`src/rtl/axis_weight_mult_pipe.sv`:
```
// axis_weight_mult_pipe: scales every lane of an AXI-Stream beat by a per-packet signed Q1.(WEIGHT_W-1) weight.
// Latency 2 cycles (S1 product register, S2 rounded output register); one beat per clock with no stall.
// Backpressure: both stages advance only while the output register is empty or being popped; s_axis_tready = that.
// Ports: CLK / RESETN (async, active-low); s_axis_* input stream; bWeight sampled on the first beat of each packet;
//   m_axis_* scaled output stream; active_weight = weight applied to the current packet;
//   pkt_count = tlast handshakes seen on the output (16-bit, wraps).
// Option: define AXIS_WEIGHT_MULT_SAT_EN to clamp results into the sample range instead of wrapping them.
module axis_weight_mult_pipe #(
  parameter int NUM_LANES = 16,
  parameter int SAMPLE_W  = 8,
  parameter int WEIGHT_W  = 8
) (
  input  logic                            CLK,
  input  logic                            RESETN,
  input  logic [NUM_LANES*SAMPLE_W-1:0]   s_axis_tdata,
  input  logic [NUM_LANES*SAMPLE_W/8-1:0] s_axis_tkeep,
  input  logic                            s_axis_tlast,
  input  logic                            s_axis_tvalid,
  output logic                            s_axis_tready,
  input  logic [WEIGHT_W-1:0]             bWeight,
  output logic [NUM_LANES*SAMPLE_W-1:0]   m_axis_tdata,
  output logic [NUM_LANES*SAMPLE_W/8-1:0] m_axis_tkeep,
  output logic                            m_axis_tlast,
  output logic                            m_axis_tvalid,
  input  logic                            m_axis_tready,
  output logic [WEIGHT_W-1:0]             active_weight,
  output logic [15:0]                     pkt_count
);

  localparam int DATA_W = NUM_LANES * SAMPLE_W;
  localparam int KEEP_W = DATA_W / 8;
  localparam int PROD_W = SAMPLE_W + WEIGHT_W;

  // Half an LSB of the scaled result: adding it before the arithmetic shift rounds half toward +inf.
  localparam logic signed [PROD_W-1:0] RND = PROD_W'(1 << (WEIGHT_W - 2));

  logic                        adv;
  logic                        accept;
  logic                        in_pkt;
  logic [WEIGHT_W-1:0]         cur_weight;

  logic                        s1_vld;
  logic                        s1_last;
  logic [KEEP_W-1:0]           s1_keep;
  logic [NUM_LANES*PROD_W-1:0] s1_prod;

  logic [NUM_LANES*PROD_W-1:0] prod_nxt;
  logic [DATA_W-1:0]           out_nxt;

  logic signed [PROD_W-1:0]    smp;
  logic signed [PROD_W-1:0]    wgt;
  logic signed [PROD_W-1:0]    prod_k;

  // The whole pipe moves as one: the output register is free or being drained this cycle.
  assign adv           = !m_axis_tvalid || m_axis_tready;
  assign s_axis_tready = adv;
  assign accept        = s_axis_tvalid && adv;

  // The first beat of a packet must already use the weight it is capturing.
  assign cur_weight = in_pkt ? active_weight : bWeight;

  // Weight capture: latched on the first accepted beat of each packet, held until tlast is accepted.
  always_ff @(posedge CLK or negedge RESETN) begin
    if (!RESETN) begin
      in_pkt        <= 1'b0;
      active_weight <= '0;
    end else if (accept) begin
      if (!in_pkt) begin
        active_weight <= bWeight;
      end
      in_pkt <= !s_axis_tlast;
    end
  end

  // Full-precision signed products, one per lane. The PROD_W-bit result cannot overflow.
  always_comb begin
    prod_nxt = '0;
    smp      = '0;
    wgt      = PROD_W'($signed(cur_weight));
    for (int k = 0; k < NUM_LANES; k++) begin
      smp = PROD_W'($signed(s_axis_tdata[k*SAMPLE_W +: SAMPLE_W]));
      prod_nxt[k*PROD_W +: PROD_W] = smp * wgt;
    end
  end

`ifdef AXIS_WEIGHT_MULT_SAT_EN
  localparam logic signed [PROD_W-1:0] R_MAX = PROD_W'((1 << (SAMPLE_W - 1)) - 1);
  localparam logic signed [PROD_W-1:0] R_MIN = PROD_W'(-(1 << (SAMPLE_W - 1)));

  logic signed [PROD_W-1:0] rnd_k;

  // Round, rescale, then clamp. Only min*min can exceed the range (+1.0 is not representable).
  always_comb begin
    out_nxt = '0;
    prod_k  = '0;
    rnd_k   = '0;
    for (int k = 0; k < NUM_LANES; k++) begin
      prod_k = $signed(s1_prod[k*PROD_W +: PROD_W]);
      rnd_k  = (prod_k + RND) >>> (WEIGHT_W - 1);
      if (rnd_k > R_MAX) begin
        out_nxt[k*SAMPLE_W +: SAMPLE_W] = R_MAX[SAMPLE_W-1:0];
      end else if (rnd_k < R_MIN) begin
        out_nxt[k*SAMPLE_W +: SAMPLE_W] = R_MIN[SAMPLE_W-1:0];
      end else begin
        out_nxt[k*SAMPLE_W +: SAMPLE_W] = rnd_k[SAMPLE_W-1:0];
      end
    end
  end
`else
  // Round and rescale; out-of-range results wrap in two's complement.
  always_comb begin
    out_nxt = '0;
    prod_k  = '0;
    for (int k = 0; k < NUM_LANES; k++) begin
      prod_k = $signed(s1_prod[k*PROD_W +: PROD_W]);
      out_nxt[k*SAMPLE_W +: SAMPLE_W] = SAMPLE_W'((prod_k + RND) >>> (WEIGHT_W - 1));
    end
  end
`endif

  // S1 (products) and S2 (output) shift together; tkeep/tlast ride alongside the data.
  always_ff @(posedge CLK or negedge RESETN) begin
    if (!RESETN) begin
      s1_vld        <= 1'b0;
      s1_prod       <= '0;
      s1_keep       <= '0;
      s1_last       <= 1'b0;
      m_axis_tvalid <= 1'b0;
      m_axis_tdata  <= '0;
      m_axis_tkeep  <= '0;
      m_axis_tlast  <= 1'b0;
    end else if (adv) begin
      s1_vld        <= s_axis_tvalid;
      s1_prod       <= prod_nxt;
      s1_keep       <= s_axis_tkeep;
      s1_last       <= s_axis_tlast;
      m_axis_tvalid <= s1_vld;
      m_axis_tdata  <= out_nxt;
      m_axis_tkeep  <= s1_keep;
      m_axis_tlast  <= s1_last;
    end
  end

  always_ff @(posedge CLK or negedge RESETN) begin
    if (!RESETN) begin
      pkt_count <= '0;
    end else if (m_axis_tvalid && m_axis_tready && m_axis_tlast) begin
      pkt_count <= pkt_count + 16'd1;
    end
  end

endmodule

```
`config.mk`:
```
export PLATFORM = sky130hd
export DESIGN_NAME = axis_weight_mult_pipe
export DESIGN_NICKNAME = d
export VERILOG_FILES = /design/src/rtl/axis_weight_mult_pipe.sv
export SDC_FILE = /design/constraint.sdc
export NUM_CORES = 2
export LEC_CHECK = 0
export BUFFER_PORTS_ARGS = -buffer_cell sky130_fd_sc_hd__buf_2
export CORE_MARGIN = 8
export CORE_UTILIZATION = 47
export CTS_CLUSTER_DIAMETER = 30
export CTS_CLUSTER_SIZE = 30
export DETAILED_ROUTE_END_ITERATION = 10
export PLACE_DENSITY = 0.74
export SYNTH_ARGS = -nofsm -noshare
export SYNTH_HDL_FRONTEND = slang
export SYNTH_SLANG_ARGS = --single-unit
```
`constraint.sdc`:
```
create_clock -name CLK -period 11.4 [get_ports CLK]
set_clock_uncertainty 0.15 [all_clocks]
set_input_delay 0.57 -clock CLK [delete_from_list [all_inputs] [get_ports CLK]]
set_output_delay 0.57 -clock CLK [all_outputs]
set_load 0.02 [all_outputs]
```
==> reports/metrics.cfg <==
[clock_tree]
cts_root_buffer=clkbuf_16
post_cts_resize_count=0
cts_tree=built
cts.reportedPaths.clkPinSlew_ns=0.04
cts_buffers=94
cts_sinks=333
cts-htree-levels=3
holdBufCountCts=17
insertion_delay_ns=0.65
clockBufferDepth=3
post-cts-setup-buffers=0

[critical_path]
crit_start=in_pkt
required_ns=11.74
worstSetupPathType=reg -> reg
cp_cell_sequence=mux2i_4, buf_4, buf_4, nor2b_1, ha_1, inv_1, fa_1, inv_1, fa_1, inv_1, fa_1, inv_1, ha_1, or4_1, a211o_1, nand2_2, o21bai_1, a211oi_1, o22ai_1
worst_ep_arrival_time_ns=7.23
r2r-start=in_pkt
cpMaxStageDelayCell=dfrtp_1
max_stage_delay_ns=0.83
start_kind=flop
path_max_fanout=61
cpMostUsedCell=inv_1
cp-end-kind=flop

[status]
status=finished, final reports clean

[placement]
dpl.hpwl_mm=91.4
gp_congestion=0.852
port_buffers=327

[die]
die_y_um=340
start_util_pct=47.1
die_area_mm2=0.116
die_x_um=340
core_area_mm2=0.105
io-pin-count=328
placementRows=119

[yosys]
synthesis.nets=6814
yosys.area.top_type_share_pct=32.5
synth_cell_types=62
syn_inst=5440
yosysSeqAreaShare_pct=16.9
yosys-top-cells-count=inv_1, fa_1, nand2_1
synth_area_mm2=0.0493
post-synth-top-count-cell=inv_1
syn-mean-instance-area_um2=9.07
synth_enable_flop_cells=0
async_reset_ff_share_pct=100
synth.top_cells.by_area=fa_1, dfrtp_1, ha_1
yosys.area.top_type=fa_1
ys.flop_type=dfrtp_1
ys_seq_elements=333
yosys_warnings=0

[flow_run]
drv_cap=0

[global_routing]
grt_pass1_vias=39200
grt_pass1_wl_mm=200
track_usage_pct=21.0
grt_antenna_before_repair=36
grt_max_degree=216
overflow=0

[timing]
hold_viol=0
period_share_pct=60.4
fin_crit_ns=6.89
slew_headroom_pct=31.9
tightest_slew_ns=1.02
fmax_mhz=145
drv_slew=0
rsz0062_at_grt=false
fin_tns_setup_ns=0
setup_viol=0

[detailed_routing]
drtIter0Drc=1734
ant_nets=0
avgViaCountPerCell=5.09
firstDrtPassIters=7
via_count=36700
drc=0
wl_mm=120
wl_per_cell_um=16.6

[layout]
fillers=9371
drive_above_1_share_pct=9.76
nets=7081
areaGrowthSynthToFinish_pct=13.5

[min_path]
min_from=s_axis_tkeep[10]
hp-class=in -> reg

[metal layers]
layer	vias to the layer above	global-route usage (%)	part of all wire [%]
met3	215	5.11	6.9
met1	18400	26.9	42
met5	-	0	0.12
li1	17200	-	-
met2	842	34.4	48
met4	20	7.95	3.0
[critical path, delay by kind of cell (launching register included)]
| kind | cells | cell delay [ns] |
|---|---|---|
| AO/OA/AOI/OAI | 4 | 0.77 |
| adder cells (fa/ha/maj) | 5 | 2.15 |
| buffers and inverters | 6 | 1.63 |
| flip-flops | 1 | 0.83 |
| multiplexers | 1 | 0.33 |
| AND/OR/NAND/NOR | 3 | 0.82 |
[path summary, 6_finish.rpt]
kind / slack, ns / cells after the start / to
max: 4.51 / 19 / s1_prod[220]
min: 0.07 / 3 / s1_keep[10]
max reg2reg: 4.51 / 19 / s1_prod[220]
min reg2reg: 0.30 / 2 / m_axis_tdata[120]
max in group asynchronous: 8.64 / 4 / s1_prod[8]
min in group asynchronous: 0.39 / 2 / m_axis_tdata[59]
[registers in the layout, indices dropped and copies added, names as in the netlist]
name	flops
s1_prod	144
in_pkt	1
pkt_count	16
m_axis_tvalid	1
m_axis_tkeep	16
s1_vld	1
s1_keep	16
m_axis_tdata	128
s1_last	1
m_axis_tlast	1
active_weight	8
[stage by stage]
step | area, µm² | util, % | cells | hold WS (ns) | worst slack (ns)
floorplan | 49300 | - | 5440 | 0.124 | 5.82
global placement | 52200 | 49.9 | 6985 | 0.294 | 4.74
detailed placement | 52200 | 49.9 | 6985 | 0.300 | 4.47
CTS | 55900 | 53.4 | 7178 | 0.0222 | 4.48
global route | 55900 | 53.4 | 7195 | 0.0605 | 4.13
finish | 56000 | 53.5 | 7214 | 0.0694 | 4.51
[placed cells by master (no fill, tap or decap), drive strengths merged, types with 7 or more instances in the layout]
cell type,Yosys,layout
bufinv,0,17
diode,0,36
o21ai,190,190
nor2b,206,206
and3,49,49
o21a,35,35
o211ai,7,7
xnor2,218,218
buf,41,350
a211oi,20,20
a21o,29,29
inv,1006,1008
nand4,9,9
nand2b,48,48
fa,800,800
a41oi,7,7
dfrtp,333,333
nand3,90,90
dlygate4sd3,0,17
o21bai,24,24
or2,11,11
clkinvlp,0,10
xor2,130,130
nor2,289,289
nor3,27,27
clkbuf,155,125
clkinv,0,22
a21oi,147,147
o31ai,24,24
and2,369,369
or3,7,7
ha,417,417
nand2,666,666
mux2,16,16
a31oi,7,7
[final cells by class]
cell class / instances / area (µm²) / share of cell area [%]
inverters: 1006 / 3790 / 6.76
repair buffers: 367 / 2010 / 3.60
diodes: 36 / 90.1 / 0.161
clock buffers: 125 / 2700 / 4.82
clock inverters: 51 / 821 / 1.47
multi-input cells: 3905 / 36500 / 65.2
well taps: 1391 / 1740 / 3.11
flip-flops and latches: 333 / 8330 / 14.9
[kinds of logic (layout without fill, tap and decap cells)]
| kind of cell | Yosys count | count (layout) | synth area share [%] |
|---|---|---|---|
| other | 0 | 36 | 0 |
| buffers and inverters | 1202 | 1549 | 9.24 |
| XOR/XNOR | 348 | 348 | 6.18 |
| AO/OA/AOI/OAI | 523 | 523 | 6.40 |
| adder cells (fa/ha/maj) | 1217 | 1217 | 43.1 |
| flip-flops | 333 | 333 | 16.9 |
| AND/OR/NAND/NOR | 1797 | 1797 | 17.7 |
| multiplexers | 20 | 20 | 0.479 |
Power is left out: the tool's default activity adds up to more than one toggle a clock period on the data nets, which glitch-free logic cannot reach.
